--- src/rtl/sum_seg_pkg.sv ---
// Shared types and constants for the adder-result seven-segment display stage.
// Contents: FSM state enum, datapath widths, CONV shift count, segment patterns
// ({g,f,e,d,c,b,a}, active-high, common cathode) and the double-dabble +3 helper.
package sum_seg_pkg;

   typedef enum logic {
      IDLE = 1'b0,
      CONV = 1'b1
   } state_t;

   localparam int unsigned BCD_W       = 4;
   localparam int unsigned SUM_W       = 5;
   localparam int unsigned CONV_SHIFTS = 5;
   localparam int unsigned CNT_W       = 3;
   localparam int unsigned SEG_W       = 7;

   localparam logic [SEG_W-1:0] SEG_0     = 7'h3F;
   localparam logic [SEG_W-1:0] SEG_1     = 7'h06;
   localparam logic [SEG_W-1:0] SEG_2     = 7'h5B;
   localparam logic [SEG_W-1:0] SEG_3     = 7'h4F;
   localparam logic [SEG_W-1:0] SEG_4     = 7'h66;
   localparam logic [SEG_W-1:0] SEG_5     = 7'h6D;
   localparam logic [SEG_W-1:0] SEG_6     = 7'h7D;
   localparam logic [SEG_W-1:0] SEG_7     = 7'h07;
   localparam logic [SEG_W-1:0] SEG_8     = 7'h7F;
   localparam logic [SEG_W-1:0] SEG_9     = 7'h6F;
   localparam logic [SEG_W-1:0] SEG_BLANK = 7'h00;

   // Double-dabble correction: a digit of 5 or more would overflow past 9 on the next shift.
   function automatic logic [BCD_W-1:0] add3(input logic [BCD_W-1:0] d);
      return (d >= BCD_W'(5)) ? BCD_W'(d + BCD_W'(3)) : d;
   endfunction

endpackage

--- src/rtl/sum_seg_display_seg7_decode.sv ---
// seg7_decode: combinational BCD digit to seven-segment pattern.
// Ports:
//   bcd  in  4  BCD digit; codes 10-15 decode to all segments off
//   seg  out 7  segments {g,f,e,d,c,b,a}, active-high
module seg7_decode
   import sum_seg_pkg::*;
(
   input  logic [BCD_W-1:0] bcd,
   output logic [SEG_W-1:0] seg
);

   always_comb begin
      seg = SEG_BLANK;
      case (bcd)
         4'd0:    seg = SEG_0;
         4'd1:    seg = SEG_1;
         4'd2:    seg = SEG_2;
         4'd3:    seg = SEG_3;
         4'd4:    seg = SEG_4;
         4'd5:    seg = SEG_5;
         4'd6:    seg = SEG_6;
         4'd7:    seg = SEG_7;
         4'd8:    seg = SEG_8;
         4'd9:    seg = SEG_9;
         default: seg = SEG_BLANK;
      endcase
   end

endmodule

--- src/rtl/sum_seg_display.sv ---
// sum_seg_display: captures the 5-bit adder result {cout,sum}, converts it to two
// BCD digits with a sequential double-dabble engine (5 shifts) and drives a
// two-digit time-multiplexed common-cathode seven-segment display.
// Parameters:
//   REFRESH_W  width of the refresh counter; digit select toggles on every wrap
// Ports:
//   clk        in   1  clock, rising edge
//   rst_n      in   1  asynchronous active-low reset
//   ena        in   1  design enable; low freezes all state
//   sum_in     in   5  adder result, unsigned 0-31
//   sum_valid  in   1  sum_in valid this cycle (ignored while busy)
//   busy       out  1  conversion in progress
//   done       out  1  one-cycle pulse when the digit registers update
//   seg        out  7  segments {g,f,e,d,c,b,a}, decoded from the selected digit
//   digit_en   out  2  one-hot digit select: 01 units, 10 tens
// Build option:
//   SUM_SEG_BLANK_EN  blank the tens digit when it is zero (digit_en still 10)
module sum_seg_display
   import sum_seg_pkg::*;
#(
   parameter int unsigned REFRESH_W = 10
)(
   input  logic             clk,
   input  logic             rst_n,
   input  logic             ena,
   input  logic [SUM_W-1:0] sum_in,
   input  logic             sum_valid,
   output logic             busy,
   output logic             done,
   output logic [SEG_W-1:0] seg,
   output logic [1:0]       digit_en
);

   localparam int unsigned SCR_W = 2 * BCD_W;
   localparam int unsigned SHR_W = SCR_W + SUM_W;

   state_t               state_q, state_d;
   logic [SUM_W-1:0]     bin_q, bin_d;
   logic [SCR_W-1:0]     bcd_q, bcd_d;
   logic [CNT_W-1:0]     cnt_q, cnt_d;
   logic [BCD_W-1:0]     tens_q, tens_d;
   logic [BCD_W-1:0]     units_q, units_d;
   logic                 busy_q, busy_d;
   logic                 done_q, done_d;
   logic [REFRESH_W-1:0] refresh_q, refresh_d;
   logic                 dsel_q, dsel_d;

   logic [SCR_W-1:0]     bcd_adj;
   logic [SHR_W-1:0]     shifted;
   logic [BCD_W-1:0]     digit_c;
   logic [SEG_W-1:0]     seg_dec_c;

   // State register: every register holds while ena is low.
   always_ff @(posedge clk or negedge rst_n) begin
      if (!rst_n) begin
         state_q   <= IDLE;
         bin_q     <= '0;
         bcd_q     <= '0;
         cnt_q     <= '0;
         tens_q    <= '0;
         units_q   <= '0;
         busy_q    <= 1'b0;
         done_q    <= 1'b0;
         refresh_q <= '0;
         dsel_q    <= 1'b0;
      end else if (ena) begin
         state_q   <= state_d;
         bin_q     <= bin_d;
         bcd_q     <= bcd_d;
         cnt_q     <= cnt_d;
         tens_q    <= tens_d;
         units_q   <= units_d;
         busy_q    <= busy_d;
         done_q    <= done_d;
         refresh_q <= refresh_d;
         dsel_q    <= dsel_d;
      end
   end

   // Next-state: FSM, double-dabble step, digit capture and refresh.
   always_comb begin
      state_d   = state_q;
      bin_d     = bin_q;
      bcd_d     = bcd_q;
      cnt_d     = cnt_q;
      tens_d    = tens_q;
      units_d   = units_q;
      busy_d    = busy_q;
      done_d    = 1'b0;
      refresh_d = refresh_q + REFRESH_W'(1);
      dsel_d    = (&refresh_q) ? ~dsel_q : dsel_q;

      bcd_adj = {add3(bcd_q[SCR_W-1 -: BCD_W]), add3(bcd_q[BCD_W-1:0])};
      shifted = {bcd_adj, bin_q} << 1;

      case (state_q)
         IDLE: begin
            if (sum_valid) begin
               state_d = CONV;
               bin_d   = sum_in;
               bcd_d   = '0;
               cnt_d   = '0;
               busy_d  = 1'b1;
            end
         end
         CONV: begin
            bcd_d = shifted[SUM_W +: SCR_W];
            bin_d = shifted[SUM_W-1:0];
            cnt_d = cnt_q + CNT_W'(1);
            // Last shift: publish both digits in the same edge so the display never shows a partial result.
            if (cnt_q == CNT_W'(CONV_SHIFTS - 1)) begin
               state_d = IDLE;
               busy_d  = 1'b0;
               done_d  = 1'b1;
               tens_d  = shifted[SUM_W + BCD_W +: BCD_W];
               units_d = shifted[SUM_W +: BCD_W];
            end
         end
         default: state_d = IDLE;
      endcase
   end

   // Digit mux ahead of the single decoder.
   assign digit_c = dsel_q ? tens_q : units_q;

   seg7_decode u_seg7_decode (
      .bcd (digit_c),
      .seg (seg_dec_c)
   );

`ifdef SUM_SEG_BLANK_EN
   assign seg = (dsel_q && (tens_q == '0)) ? SEG_BLANK : seg_dec_c;
`else
   assign seg = seg_dec_c;
`endif

   assign digit_en = dsel_q ? 2'b10 : 2'b01;
   assign busy     = busy_q;
   assign done     = done_q;

endmodule

--- config.mk ---
export PLATFORM = sky130hd
export DESIGN_NAME = sum_seg_display
export DESIGN_NICKNAME = d
export VERILOG_FILES = /design/src/rtl/sum_seg_pkg.sv /design/src/rtl/sum_seg_display_seg7_decode.sv /design/src/rtl/sum_seg_display.sv
export SDC_FILE = /design/constraint.sdc
export NUM_CORES = 1
export LEC_CHECK = 0
export BUFFER_PORTS_ARGS = -buffer_cell sky130_fd_sc_hd__clkbuf_2
export CORE_MARGIN = 3
export CORE_UTILIZATION = 25
export CTS_CLUSTER_SIZE = 25
export DETAILED_ROUTE_END_ITERATION = 10
export PLACE_DENSITY_LB_ADDON = 0.25
export SLEW_MARGIN = 20
export SYNTH_ARGS = -nofsm -noshare
export SYNTH_HDL_FRONTEND = slang
export SYNTH_SLANG_ARGS = --single-unit
--- constraint.sdc ---
create_clock -name clk -period 2.3 [get_ports clk]
set_input_delay 0.46 -clock clk [delete_from_list [all_inputs] [get_ports clk]]
set_output_delay 0.46 -clock clk [all_outputs]
set_load 0.03 [all_outputs]
After elaboration in Yosys (flattened, before gate mapping)
Memories as Yosys holds them, arrays and structs flattened.
Cells that the tools add are included.
W data, S select, Z words.
{ "totals": {"input_bits": 9, "romBits": 112, "memories": 1, "wordCells": 44, "register_bits": 38} }
{ "op_classes": {"n_eq_ne": 3, "n_bitwise": 2, "magnitude_cmp": 2, "n_reduce_logical": 4, "n_mux": 18, "n_addsub": 4} }
{ "mem_list": {"columns": ["name", "words", "width", "rd", "rd_clocked_by_memory_dff", "wr", "line_no", "source"], "rows": [
  ["(name not given)", 16, 7, 1, 0, 0, "sum_seg_display_seg7_decode.sv:14", "case (bcd)"]
]} }
{ "ops": {"columns": ["cell", "count"], "rows": [
  ["$pmux W8 S2", 1],
  ["$reduce_and A11 Y1", 1],
  ["$add A10 B1 Y10 const B", 1],
  ["$pmux W5 S2", 1],
  ["$ge A4 B3 Y1 const B", 2],
  ["$mux W4", 2],
  ["$mux W8", 1],
  ["$mux W1", 6],
  ["$mux W3", 2],
  ["$pmux W3 S2", 1],
  ["$reduce_and A3 Y1", 2],
  ["$mux W5", 1],
  ["$add A4 B2 Y4 const B", 1],
  ["$pmux W1 S2", 2],
  ["$add A3 B1 Y3 const B", 1],
  ["$add A3 B2 Y3 const B", 1],
  ["$eq A3 B3 Y1 const B", 1],
  ["$mux W2", 1],
  ["$ne A2 B1 Y1 const B", 1],
  ["$ne A2 B2 Y1 const B", 1],
  ["$not A1 Y1", 2],
  ["$reduce_and A2 Y1", 1]
]} }

Depth between registers and ports, before layout
Gate-level depths: netlist of run 1.
{ "depth": {"depth_word": 3, "depth_mapped": 7} }

Modules after synthesis
A second synthesis of run 1 with hierarchy kept.
{ "unflattened": {"cells_unflattened": 200, "hier_area_um2": 2025.7} }
{ "by_module_without_submodules": {"columns": ["mod", "n_inst", "seq_area_each_um2", "area_per_inst_um2", "cells_each"], "rows": [
  ["sum_seg_display", 1, 950.9, 1805.5, 172],
  ["seg7_decode", 1, 0.0, 220.2, 28]
]} }

Least setup slack after synthesis of run 1
OpenSTA, ideal clock, no wires.
{ "synth_timing": {"path_type": "register to output", "startpoint": "register dsel_q", "endpoint": "output port seg[3]", "n_path_buf": 1, "path_stages_with_launch": 6, "setup_slack_ns": 0.104, "t_arrival_ns": 1.736, "t_required_ns": 1.840, "cell_sequence": "dfrtp_1 > buf_6 > mux2i_1 > ha_1 > inv_1 > o21ai_0"} }
{ "synth_via": {"elab_chain_cells": 2} }
{ "synth_lines": {"columns": ["element", "line_no", "source"], "rows": [
  ["start: declaration", "sum_seg_display.sv:46", "logic dsel_q, dsel_d;"],
  ["start signal: assignment", "sum_seg_display.sv:76", "dsel_q <= dsel_d;"],
  ["$mux W4", "sum_seg_display.sv:124", "assign digit_c = dsel_q ? tens_q : units_q;"],
  ["$mem_v2 Z16 W7", null, null],
  ["end: declaration", "sum_seg_display.sv:30", "output logic [SEG_W-1:0] seg,"]
]} }
Every way passes these cells.

Final worst setup path of run 1
{ "layout_timing": {"startpoint": "register dsel_q", "endpoint": "output port seg[6]"} }
The elaborated chain is that of the path after synthesis.

==> run metrics, run 1 <==
fin crit share 96.7%; die extent in x 95.2 um; CP dominant cell by count buf_4; Mapped Area 0.00199 mm2; Yosys top cell by area dfrtp_1; Syn-to-layout area delta 20.8%; cells after synthesis 196; MaxCap Viol Count 0; CP Launch Type register; Buf/Inv on CP 3; Starting DRT DRC Count 47; initial core utilization 26.5%; core region area 0.00749 mm2; outcome completed; CTS buffer count 5; CTS tree done; Hold Buf Count CTS 0; Clk pin slew, worst setup/hold paths 0.07 ns; GRT overflow 0; Core Util, Final 32.1%; RePlAce Congestion 0.748; vias 1,463; critical path's slowest cell dfrtp_2; worst slew pin tran 0.988 ns; Critical Path End Type output pin; Slew headroom 33.7%; Die Footprint 0.00905 mm2; Hold WC Path Type in2async; cell leakage power 0.00108 uW; root buf cell clkbuf_8; global-route wire length before repair 6790 um; data required time at the worst endpoint 1.84 ns; worst setup path end seg[6]; worst clock skew 0.00217 ns; Worst Setup Path Type reg2out; CTS sink count 38; drt via density 4.50; Reg-to-Reg End bcd_q[2]$_DFFE_PN0P_; clock buffer depth 2; Die Y 95.2 um; reg2reg setup slack 0.65 ns; GRT Total Usage 9.57%; Highest Clock Rate 0.450 GHz; Syn. warnings 0; Post-synth EDFFs 0; FP Rows 31; # setup viols final 0; ys async rst share 100%; unrepaired setup endpoints after global routing yes; pin count of the biggest net entering global routing 39; Worst Reg-to-Reg Cells 6; main area contributors after synthesis dfrtp_1, ha_1, o21ai_0; Clk Latency, worst-skew pair 0.28 ns; sequential-to-total area share from yosys stat 47.9%; Mapped Nets 218; Cell Chain, Critical Path buf_6 -> mux2i_4 -> buf_4 -> xnor2_1 -> o22ai_1 -> buf_4; commonest register cell after synthesis dfrtp_1; layout cells sized above 1 23.5%; Reg area 952 um2; Avg Synthesized Cell Area 10.1 um2; post-route minimum period 2.22 ns; WL/cell 12.0 um; Worst VDD drop 0.000442 V; Yosys reg bits 38; First-pass DRT Iterations 4; CP max stage delay 0.44 ns; antenna viol nets, final 0; fin. max-slew vios 0; Antenna diodes 0; post-route insts no fill 325; Multi-input gate area 965 um2; # nets final 247; Critical Path AT 1.76 ns; post-placement cell count 311; # DRC 0; H-Tree Depth 2; post-DP HPWL 2700 um; vias in the first global route 1,472; Power Density 1340 mW/mm2; Top delay family on crit path buffers and inverters; worst r2r src bcd_q[0]$_DFFE_PN0P_; routed wire length 3890 um; I/O Buffers 19; Filler cells 797; Pwr Total 3220 uW; Synth cell types 32; cell count along the critical path 6; initial antenna violation count 0; setup TNS 0 ns; Crit Path Max Fanout 8; CP Launch Point dsel_q$_DFFE_PN0P_; Final Hold Fails 0; I/O Pins 20; area fraction of the dominant cell type after synthesis 47.9%
## worst min path at each step
stage	start	end	slack [ns]	cells after the start
CTS	rst_n	bcd_q[6]$_DFFE_PN0P_	0.24	2
global placement	refresh_q[9]$_DFFE_PN0P_	refresh_q[9]$_DFFE_PN0P_	0.46	1
detailed placement	refresh_q[4]$_DFFE_PN0P_	refresh_q[4]$_DFFE_PN0P_	0.47	1
floorplan	rst_n	bcd_q[0]$_DFFE_PN0P_	0.16	0
finish	rst_n	bin_q[2]$_DFFE_PN0P_	0.22	2
global route	rst_n	cnt_q[0]$_DFFE_PN0P_	0.26	2
## cells in the final DEF, fill, tap and decap left out, types with 5 or more instances in the layout
cell      synthesis  layout
o21ai_0          24      22
mux2_2            5       5
dfrtp_1          38      37
inv_1            13      13
xnor2_1           9       9
a21oi_1          10       9
clkbuf_2          1      14
clkbuf_8          0       8
nand4_1           5       5
nand2_1          27      27
ha_1             13      12
o22ai_1           7       7
buf_4             1      13
## Yosys cell counts, types with 2 or more instances
| master | instances |
|---|---|
| nor3b_1 | 3 |
| a31oi_1 | 3 |
| xnor2_1 | 9 |
| xor2_1 | 4 |
| inv_1 | 13 |
| mux2i_1 | 3 |
| ha_1 | 13 |
| nand2_1 | 27 |
| nand2b_1 | 2 |
| nand4_1 | 5 |
| mux2_2 | 5 |
| nand3_1 | 4 |
| a22o_1 | 2 |
| dfrtp_1 | 38 |
| o22ai_1 | 7 |
| buf_2 | 4 |
| mux2i_4 | 2 |
| a21oi_1 | 10 |
| nor2_1 | 4 |
| nor2b_1 | 2 |
| a32o_1 | 2 |
| o21ai_0 | 24 |
## through the flow
step	hold slack, ns	setup WS [ns]	instance area (um2)
6_report	0.219	0.0762	2400
5_1_grt	0.263	-0.00560	2400
4_1_cts	0.239	0.0204	2340
3_5_place_dp	0.468	0.159	2200
3_3_place_gp	0.461	0.228	2200
2_1_floorplan	0.164	0.104	1990
## worst register-to-register path: stages (launching register included)
cell	delay (ns)
dfrtp_1	0.41
inv_1	0.10
ha_1	0.22
nand2b_1	0.09
a21oi_1	0.22
mux2_2	0.38
o21ai_0	0.15
## layer usage
metal | track usage (%) | part of all wire, % | wire length, um | up-vias
met2 | 15.2 | 44 | 1700 | 31
met3 | 2.45 | 4.7 | 184 | 7
li1 | - | - | - | 733
met4 | 3.97 | 1.5 | 57 | 0
met5 | 0 | 0 | 0 | -
met1 | 12.4 | 50 | 1950 | 692
## power by group
part           leakage [uW]  switching [uW]  internal, uW
combinational      0.000545             849           653
clock             0.0000575             224           303
sequential         0.000477             254           941
## final cells by class
cell class                      count  share of cell area, %
Clock buffer                        8                   4.59
Inverter                           13                   2.03
Multi-Input combinational cell    137                   40.2
Sequential cell                    38                   39.7
Tap cell                           99                   5.16
Timing Repair Buffer               30                   8.39
## kinds of logic after synthesis
logic type	Yosys count	share of synthesized area, %
compound gates	52	15.1
xor+xnor	13	5.73
fa+ha+maj	13	8.19
buf+inv	21	4.85
flops	38	47.9
mux	10	6.61
simple gates	49	11.7
## state kept, by name, summed over array words and instances, names as in the netlist
signal     cells
cnt_q          3
busy           1
refresh_q     10
bcd_q          8
units_q        4
bin_q          5
tens_q         4
state_q        1
done           1
dsel_q         1
## what timing repair did
action / 4_1_cts / 5_1_grt
gates resized for setup: 2 / 23
setup buffers: 4 / 2
pin swaps: 0 / 0
endpoints found under the setup margin: 7 / 5
endpoints found under the hold margin: 0 / 0
Power figures use the tool's default switching activity.
==> run 2: changes to the inputs <==
--- a/config.mk
+++ b/config.mk
@@ -10,8 +10,10 @@
 export CORE_UTILIZATION = 25
 export CTS_CLUSTER_SIZE = 25
 export DETAILED_ROUTE_END_ITERATION = 10
-export PLACE_DENSITY_LB_ADDON = 0.25
+export PLACE_DENSITY = 0.46
+export SETUP_SLACK_MARGIN = 0.05
 export SLEW_MARGIN = 20
 export SYNTH_ARGS = -nofsm -noshare
 export SYNTH_HDL_FRONTEND = slang
+export SYNTH_HIERARCHICAL = 1
 export SYNTH_SLANG_ARGS = --single-unit
==> run metrics, run 2 <==
outcome completed; Mapped Area 0.00203 mm2 (+2.0%); layout cells sized above 1 24.7% (+1.2 points); Worst Setup Path Type reg2out; sequential-to-total area share from yosys stat 46.9% (-0.92 points); Biggest register refresh_q; CTS buffer count 5 (unchanged); Syn. warnings 6 (+6); pin count of the biggest net entering global routing 39 (unchanged); # nets final 248 (+0.40%); final setup margin 0.109 ns (+0.0332 ns); area fraction of the dominant cell type after synthesis 46.9% (-0.92 points); initial antenna violation count 0 (unchanged); post-DP HPWL 2640 um (-2.0%); GRT Total Usage 9.67% (+0.099 points); Slew headroom 52.2% (+19 points); data required time at the worst endpoint 1.84 ns (about the same); Critical Path End Type output pin; CP Launch Type register; max reg flops 10 (unchanged); Yosys top cell by area dfrtp_1; Clk pin slew, worst setup/hold paths 0.08 ns (about the same); I/O Pins 20 (unchanged); GRT overflow 0 (unchanged); post-route minimum period 2.19 ns (-0.0332 ns); Filler cells 834 (+4.6%); dpl ws 0.199 ns (+0.0399 ns); unrepaired setup endpoints after global routing yes; commonest non-fill, non-tap cell in the layout dfrtp_1; drt via density 4.35 (-3.4%); antenna viol nets, final 0 (unchanged); Mapped Nets 222 (+1.8%); Largest regs refresh_q x10, bcd_q x8, bin_q x5; root buf cell clkbuf_8; met3 Track Usage GR 2.35% (-0.10 points); fin. max-slew vios 0 (unchanged); MaxCap Viol Count 0 (unchanged); worst clock skew 0.00459 ns (+0.00242 ns); Avg Synthesized Cell Area 10.1 um2 (about the same); FP Rows 32 (+3.2%); Hold WC Path Type in2async; count leader, synth dfrtp_1; ys async rst share 100% (unchanged); cell leakage power 0.00112 uW (+3.8%); Yosys reg bits 38 (unchanged); Final Hold Fails 0 (unchanged); I/O Buffers 19 (unchanged); vias 1,430 (-2.3%); CTS tree done; Highest Clock Rate 0.457 GHz (+1.5%); most frequent cells in the layout dfrtp_1, nand2_1, o21ai_0, buf_4, inv_1; M2 GR Usage 15.2% (+0.078 points); Global Route met1 Usage 12.9% (+0.57 points); fin crit share 95.2% (-1.4 points); Die Footprint 0.00922 mm2 (+1.8%); Die Y 96.0 um (+0.91%); post-placement cell count 315 (+1.3%); routed wire length 3870 um (-0.46%); Pwr Total 3220 uW (-0.15%); vias in the first global route 1,447 (-1.7%); Hold Buf Count CTS 0 (unchanged); clock buffer depth 2 (unchanged); # setup viols final 0 (unchanged); hold_ws 0.221 ns (+0.00210 ns); Critical Path AT 1.73 ns (-0.03 ns); cells after synthesis 200 (+2.0%); most crowded layer after global routing met2; Power Density 1330 mW/mm2 (-0.82%); Syn-to-layout area delta 19.3%; Crit Path Max Fanout 5 (-3); Synth top cells by count dfrtp_1, nand2_1, o21ai_0; worst slew pin tran 0.717 ns (-0.271 ns); RePlAce Congestion 0.679 (-9.2%); Post-synth EDFFs 0 (unchanged); main area contributors after synthesis dfrtp_1, ha_1, o21ai_0; global-route wire length before repair 6880 um (+1.3%); post-route insts no fill 329 (+1.2%); setup TNS 0 ns (unchanged); core region area 0.00781 mm2 (+4.3%); WL/cell 11.8 um (-1.7%); Starting DRT DRC Count 96 (+100%); First-pass DRT Iterations 4 (unchanged); die extent in x 96.0 um (+0.91%); # DRC 0 (unchanged); commonest register cell after synthesis dfrtp_1; Synth cell types 30 (-6.3%); H-Tree Depth 2 (unchanged); Clk Latency, worst-skew pair 0.28 ns (about the same); Antenna diodes 0 (unchanged); initial core utilization 25.9% (-0.60 points); Worst VDD drop 0.000410 V (-7.2%); CTS sink count 38 (unchanged)
[run 2: changes by cell type in the layout (fill, tap and decap cells not counted), sizes merged, moves of 3 or more]
cell / delta
a21oi: -3
a31oi: -3
clkbuf: -3
inv: +3
mux2: +3
nor2: +3
[run 2: cell type report]
class                   instances  area (um2)  area share, %
multi-input cells             137         992           41.0
flip-flops and latches         38         951           39.3
repair buffers                 28         186           7.71
well taps                     102         128           5.28
clock buffers                   6        82.6           3.42
inverters                      16        65.1           2.69
clock inverters                 2        12.5          0.518
[run 2: critical path: stages, from the launching register on]
cell and delay, ns:
dfrtp_1 0.43, buf_4 0.17, mux2_4 0.34, nor2_2 0.13
a21oi_2 0.05, o22ai_1 0.16, buf_4 0.18
[run 2: path summary, 6_finish.rpt]
kind | start | end | slack (ns) | depth (start not counted)
max | dsel_q$_DFFE_PN0P_ | seg[3] | 0.11 | 6
min | rst_n | refresh_q[5]$_DFFE_PN0P_ | 0.22 | 2
max reg2reg | bcd_q[0]$_DFFE_PN0P_ | bcd_q[2]$_DFFE_PN0P_ | 0.63 | 6
min reg2reg | refresh_q[9]$_DFFE_PN0P_ | refresh_q[9]$_DFFE_PN0P_ | 0.48 | 1
max in group asynchronous | rst_n | cnt_q[1]$_DFFE_PN0P_ | 1.73 | 2
min in group clk | sum_in[2] | bin_q[2]$_DFFE_PN0P_ | 0.46 | 3
[run 2: metrics by stage]
step | util (%) | instance area, um2
2_1_floorplan | - | 2040
3_3_place_gp | 28.4 | 2220
3_5_place_dp | 28.4 | 2220
4_1_cts | 30.3 | 2370
5_1_grt | 31.0 | 2420
6_report | 31.0 | 2420
[run 2: timing repair]
item,CTS,global route
pin swaps,0,2
gates cloned,0,1
buffers inserted,3,2
resized for setup,10,20
endpoints found under the hold margin,0,0
endpoints found under the setup margin,7,7
[run 2: cells by family (layout without fill, tap and decap cells)]
| kind of cell | Yosys count | in the layout | share of synthesized area [%] |
|---|---|---|---|
| and+or+nand+nor | 52 | 52 | 13.3 |
| muxes | 12 | 13 | 6.36 |
| AOI/OAI and AO/OA | 46 | 46 | 13.3 |
| DFF | 38 | 38 | 46.9 |
| xor gates and xnor gates | 13 | 13 | 5.62 |
| buffers and inverters | 26 | 52 | 6.42 |
| adders and majority gates | 13 | 13 | 8.03 |
[run 2: routing by layer]
layer	share of wire, %	vias up
met2	45	24
met5	0	-
met4	0.75	0
met3	3.9	2
li1	-	737
met1	50	667
[run 2: where the power goes]
| group | total [uW] | switching, uW | internal [uW] |
|---|---|---|---|
| sequential | 1140 | 224 | 912 |
| clock | 471 | 230 | 241 |
| combinational | 1610 | 891 | 720 |
| total | 3220 | 1350 | 1870 |
